===== src/rtl/hazard_scoreboard_unit.sv =====
// hazard_scoreboard_unit
//   EX operand forwarding, ID load-use stall detection and a mul/div result
//   scoreboard with a cap on outstanding operations, plus saturating stall
//   statistics counters.
//
// Ports:
//   clk, rst             clock, synchronous active-high reset
//   id_*                 instruction in ID (valid, sources, used flags, rd, wen, mul/div)
//   pipe_adv_i           pipeline advances this cycle
//   ex_*, mem_*, wb_*    destination info of instructions in EX/MEM/WB
//   md_done_i, md_rd_i   mul/div completion and its destination
//   fwd_sel_o            per-source forward select (00 regfile, 01 MEM, 10 WB)
//   stall_id_o           hold PC/IF/ID
//   bubble_ex_o          load a NOP into ID/EX
//   sb_pending_o         per-register pending bits
//   md_outstanding_o     in-flight mul/div count
//   stat_loaduse_o       load-use stall cycles (saturating)
//   stat_sb_o            scoreboard/slot stall cycles (saturating)
module hazard_scoreboard_unit #(
    parameter int unsigned NUM_SRC  = 2,
    parameter int unsigned MD_SLOTS = 4,
    parameter int unsigned CNT_W    = 32
) (
    input  logic                 clk,
    input  logic                 rst,
    input  logic                 id_valid_i,
    input  logic [NUM_SRC*5-1:0] id_rs_i,
    input  logic [NUM_SRC-1:0]   id_rs_used_i,
    input  logic [4:0]           id_rd_i,
    input  logic                 id_wen_i,
    input  logic                 id_is_muldiv_i,
    input  logic                 pipe_adv_i,
    input  logic [NUM_SRC*5-1:0] ex_rs_i,
    input  logic [4:0]           ex_rd_i,
    input  logic                 ex_wen_i,
    input  logic                 ex_is_load_i,
    input  logic [4:0]           mem_rd_i,
    input  logic                 mem_wen_i,
    input  logic                 mem_is_load_i,
    input  logic [4:0]           wb_rd_i,
    input  logic                 wb_wen_i,
    input  logic                 md_done_i,
    input  logic [4:0]           md_rd_i,
    output logic [NUM_SRC*2-1:0] fwd_sel_o,
    output logic                 stall_id_o,
    output logic                 bubble_ex_o,
    output logic [31:0]          sb_pending_o,
    output logic [3:0]           md_outstanding_o,
    output logic [CNT_W-1:0]     stat_loaduse_o,
    output logic [CNT_W-1:0]     stat_sb_o
);

    localparam logic [3:0]       SLOTS   = 4'(MD_SLOTS);
    localparam logic [CNT_W-1:0] CNT_ONE = CNT_W'(1);

    logic [31:0]      sb_q, sb_next;
    logic [3:0]       cnt_q, cnt_next;
    logic [CNT_W-1:0] stat_lu_q, stat_sb_q;
    logic             lu, raw, sbh, iss;

    // Forwarding: MEM (non-load) beats WB; x0 never forwarded.
    always_comb begin
        fwd_sel_o = '0;
        for (int unsigned k = 0; k < NUM_SRC; k++) begin
            if (mem_wen_i && !mem_is_load_i && mem_rd_i != 5'd0 &&
                mem_rd_i == ex_rs_i[5*k +: 5])
                fwd_sel_o[2*k +: 2] = 2'b01;
            else if (wb_wen_i && wb_rd_i != 5'd0 && wb_rd_i == ex_rs_i[5*k +: 5])
                fwd_sel_o[2*k +: 2] = 2'b10;
        end
    end

    // Hazard detection on the ID instruction.
    always_comb begin
        lu  = 1'b0;
        raw = 1'b0;
        for (int unsigned k = 0; k < NUM_SRC; k++) begin
            if (id_rs_used_i[k]) begin
                if (ex_is_load_i && ex_wen_i && ex_rd_i != 5'd0 &&
                    id_rs_i[5*k +: 5] == ex_rd_i)
                    lu = 1'b1;
                if (sb_q[id_rs_i[5*k +: 5]])
                    raw = 1'b1;
            end
        end
        lu  = lu & id_valid_i;
        sbh = (id_valid_i && (raw || (id_wen_i && sb_q[id_rd_i]))) ||
              (id_is_muldiv_i && cnt_q == SLOTS);
    end

    assign stall_id_o  = lu | sbh;
    assign bubble_ex_o = stall_id_o & pipe_adv_i;
    assign iss         = id_valid_i & id_is_muldiv_i & ~stall_id_o & pipe_adv_i;

    // Clear first, then set, so an issue to the same register wins.
    always_comb begin
        sb_next = sb_q;
        if (md_done_i)
            sb_next[md_rd_i] = 1'b0;
        if (iss && id_rd_i != 5'd0)
            sb_next[id_rd_i] = 1'b1;
        sb_next[0] = 1'b0;

        cnt_next = cnt_q;
        unique case ({iss, md_done_i})
            2'b10:   if (cnt_q != SLOTS) cnt_next = cnt_q + 4'd1;
            2'b01:   if (cnt_q != 4'd0)  cnt_next = cnt_q - 4'd1;
            default: cnt_next = cnt_q;
        endcase
    end

    always_ff @(posedge clk) begin
        if (rst) begin
            sb_q      <= '0;
            cnt_q     <= '0;
            stat_lu_q <= '0;
            stat_sb_q <= '0;
        end else begin
            sb_q  <= sb_next;
            cnt_q <= cnt_next;
            if (lu && pipe_adv_i && stat_lu_q != '1)
                stat_lu_q <= stat_lu_q + CNT_ONE;
            if (sbh && !lu && pipe_adv_i && stat_sb_q != '1)
                stat_sb_q <= stat_sb_q + CNT_ONE;
        end
    end

    assign sb_pending_o     = sb_q;
    assign md_outstanding_o = cnt_q;
    assign stat_loaduse_o   = stat_lu_q;
    assign stat_sb_o        = stat_sb_q;

endmodule


===== config.mk =====
export PLATFORM = sky130hd
export DESIGN_NAME = hazard_scoreboard_unit
export DESIGN_NICKNAME = d
export VERILOG_FILES = /design/src/rtl/hazard_scoreboard_unit.sv
export SDC_FILE = /design/constraint.sdc
export NUM_CORES = 1
export LEC_CHECK = 0
export BUFFER_PORTS_ARGS = -buffer_cell sky130_fd_sc_hd__buf_2
export CORE_MARGIN = 1.5
export CORE_UTILIZATION = 49
export CTS_CLUSTER_SIZE = 12
export DETAILED_ROUTE_END_ITERATION = 16
export MAX_ROUTING_LAYER = met4
export PLACE_DENSITY = 0.78
export SYNTH_ARGS = -nofsm -noshare
export SYNTH_HDL_FRONTEND = slang
export SYNTH_SLANG_ARGS = --single-unit

===== constraint.sdc =====
create_clock -name clk -period 2.9 [get_ports clk]
set_input_delay 0.145 -clock clk [delete_from_list [all_inputs] [get_ports clk]]
set_output_delay 0.145 -clock clk [all_outputs]
set_load 0.005 [all_outputs]

==> flow_summary.yaml <==
logic_synthesis:
  ys.flop_type: "dfxtp_1"
  seq_area_frac_synth: 0.3122
  synth_area_um2: 6347
  synth-async-reset-ratio: 0
  netlist.area_leader.share: 0.3122
  yosysTopAreaCell: "dfxtp_1"
  ys_seq_elements: 99
  synthDistinctLibCells: 64
  syn_avg_cell_area_um2: 8.308
  synth_cells: 764
  synth_nets: 830
  synth-edff-count: 0
  ys_warn_count: 0
  yosys-top-cells-area: "dfxtp_1 31%, xor2_1 5.8%, mux2i_1 4.6%"
route:
  drt_iter0_drc: 459
  wl_mm: 18.95
  avgRoutedWirePerCell_um: 16.77
  ant_nets: 0
  route.vias.total: 6569
  first_pass_iters: 5
  route.detailed.drc: 0
  vias_per_cell: 5.813
sta:
  worst_pin_slew_ps: 766.4
  setup_ws_ps: -49.05
  setup_tns_ps: -66.98
  hold_viol_final: 0
  relSlewSlack: 0.4868
  setup_viol: 2
  finClkSkew_ps: 12.17
  rsz0062_at_grt: "yes"
  fin_worst_hold_slack_ps: 253.1
  min_period_over_period: 1.017
  slew_viol_final: 0
  fin_crit_ps: 2949
  fmax_ghz: 0.3391
final_layout:
  multi_input_area_um2: 4095
  area_growth_syn_to_layout_pct: 25.49
  fin_util: 0.6312
  diodes: 0
  seqCellArea_um2: 1987
  fillers: 1132
  drive_gt1_frac: 0.2975
  nNetsFinal: 1019
  layoutNonFillerInstCount: 1130
place:
  hpwl_mm: 13.86
  io_buffers: 163
  place_congestion: 0.9677
  place_ws_ps: -95.19
  dp_cells: 1113
cts:
  cts.sinks: 99
  htree_levels: 3
  numCtsBuffers: 9
  cts_tree: "yes"
  cts_root_buffer: "clkbuf_16"
  clock_path_buffers: 2
  clk_pin_slew_ps: 70
  cts_hold_buf: 0
  clk_latency_ps: 360
worst_setup_path:
  cp_slowest_stage_delay_ps: 470
  cp_data_required_time_ps: 3140
  r2r_setup_slack_ps: -50
  start_kind: "register"
  crit_path_end_kind: "register"
  critical_path.most_common_cell: "ha_4"
  critical_path.cell_chain: "mux4_2 > mux2i_2 > nand3_1 > o311a_1 > a32oi_2 > nand3_2 > ha_4 > buf_6 > ha_4 > a21oi_4 > xnor2_2 > nand2_1 > xor2_1 > nor2_1"
  crit_slowest_cell: "mux4_2"
  path_max_fanout: 3
  crit_type: "register to register"
  cp.arrival_ps: 3180
die:
  initial_core_util: 0.5030
  die_area_um2: 13650
  die_w_um: 116.8
  die_y_um: 116.8
  io_pins: 165
  coreArea_um2: 12620
  fp-row-count: 41
power:
  power_leakage_nw: 3.410
  peakVddDrop_mv: 0.2926
  power_density_nw_per_um2: 405.8
grt:
  grt_overflow_total: 0
  grt_pass1_wl_mm: 28.85
  grt_pass1_vias: 5728
  grt_use_total: 0.2780
  grt_max_degree: 74
  antenna_found_initial: 0
hold_path:
  hp-class: "input pin to register"
run_status:
  violations: "negative setup slack"
  status: "finished, violations left"
run:
  maxCapViolations: 0
## Yosys cell counts (2+ instances only)
library cell and instances:
and3_1 25, a21oi_1 26, or4b_1 2, and4_1 7, nand3_1 47, mux2i_1 29
o21ai_0 56, nand3b_1 21, dfxtp_1 99, o41ai_1 3, mux4_2 7, nand2_1 56
nor3_2 2, nor2b_1 32, nor4_1 11, a22oi_1 3, o21ai_1 7, inv_1 13
buf_6 10, nand3_2 2, a211oi_1 2, buf_1 2, mux2_2 15, mux2_1 3
o31ai_1 13, clkbuf_1 19, buf_4 4, xnor2_1 22, nand4_1 18, o22ai_1 2
o211a_1 2, nor3b_1 4, or3_1 14, nor2_1 65, a41oi_1 2, buf_2 10
and2_1 3, nor3_1 15, or4_1 20, xor2_1 42, ha_1 6
## final timing paths
path	cells after the start	end	start
worst max-delay path	14	md_outstanding_o[3]	sb_pending_o[25]
worst min-delay path	4	sb_pending_o[15]	md_rd_i[2]
worst max register to register	14	md_outstanding_o[3]	sb_pending_o[25]
worst min register to register	2	stat_sb_o[29]	stat_sb_o[29]
## state kept, by name, summed over array words and instances (netlist names)
signal,cells
stat_loaduse_o,32
md_outstanding_o,4
sb_pending_o,31
stat_sb_o,32
## critical path, delay by kind of cell, from the launching register on
family	cells	cell delay, ps
AO/OA/AOI/OAI	3	570
XOR/XNOR	2	260
adder cells (fa/ha/maj)	2	470
buffers and inverters	1	130
flip-flops	1	340
multiplexers	2	660
AND/OR/NAND/NOR	4	410
## power breakdown
group | switching [mW] | total (mW) | internal [mW]
Combinational | 0.281 | 0.504 | 0.224
Clock | 0.552 | 1.32 | 0.769
Sequential | 0.0301 | 1.41 | 1.38
Total | 0.863 | 3.23 | 2.37
## per-stage QoR
| stage | cell area [µm²] | power (mW) |
|---|---|---|
| 2_1_floorplan | 6350 | 1.742 |
| 4_1_cts | 7896 | 3.208 |
| 3_3_place_gp | 7555 | 1.881 |
| 6_report | 7965 | 3.232 |
| 3_5_place_dp | 7555 | 1.893 |
| 5_1_grt | 7965 | 3.355 |
## cell usage in the layout (no fill, tap or decap), types with 12 or more instances in the layout
cell | synthesis | routed
dfxtp_1 | 99 | 95
nand2_1 | 56 | 56
nor2b_1 | 32 | 32
o31ai_1 | 13 | 12
buf_4 | 4 | 60
xnor2_1 | 22 | 21
o21ai_0 | 56 | 55
nand3b_1 | 21 | 21
inv_1 | 13 | 13
mux2_2 | 15 | 15
buf_2 | 10 | 162
xor2_1 | 42 | 42
nand4_1 | 18 | 18
nor3_1 | 15 | 15
and3_1 | 25 | 25
mux2i_1 | 29 | 28
nand3_1 | 47 | 47
or4_1 | 20 | 20
a21oi_1 | 26 | 25
or3_1 | 14 | 14
nor2_1 | 65 | 65
## cells by family (layout without fill, tap and decap cells)
kind of cell / count (synthesis) / in the layout / share of synthesized area
and+or+nand+nor: 352 / 352 / 0.3053
AOI/OAI and AO/OA: 127 / 127 / 0.1200
DFF: 99 / 99 / 0.3122
xor gates and xnor gates: 64 / 64 / 0.08831
buffers and inverters: 59 / 253 / 0.05362
muxes: 55 / 55 / 0.1049
adders and majority gates: 7 / 7 / 0.01498
other: 1 / 1 / 0.0005908
## layer usage
metal	GRT usage	up-vias	wire, µm
met5	-	-	0
met4	0.09719	0	496
met3	0.07261	38	1640
met2	0.3965	290	8371
met1	0.3804	3087	8441
li1	-	3154	-
## cell type report
class                           instances  area share
Sequential cell                        99      0.2495
Tap cell                              172     0.02702
Clock buffer                           10     0.02875
Timing Repair Buffer                  224      0.1623
Multi-Input combinational cell        606      0.5141
Clock inverter                          6     0.01225
Inverter                               13    0.006126
## timing repair
action                     in CTS  in global routing
setup endpoints to repair       1                  7
setup buffers                   0                  1
pin swaps                       2                 13
gates resized for setup         3                 12
hold endpoints to repair        0                  0
Note: power is estimated with default switching activity, not from simulation.
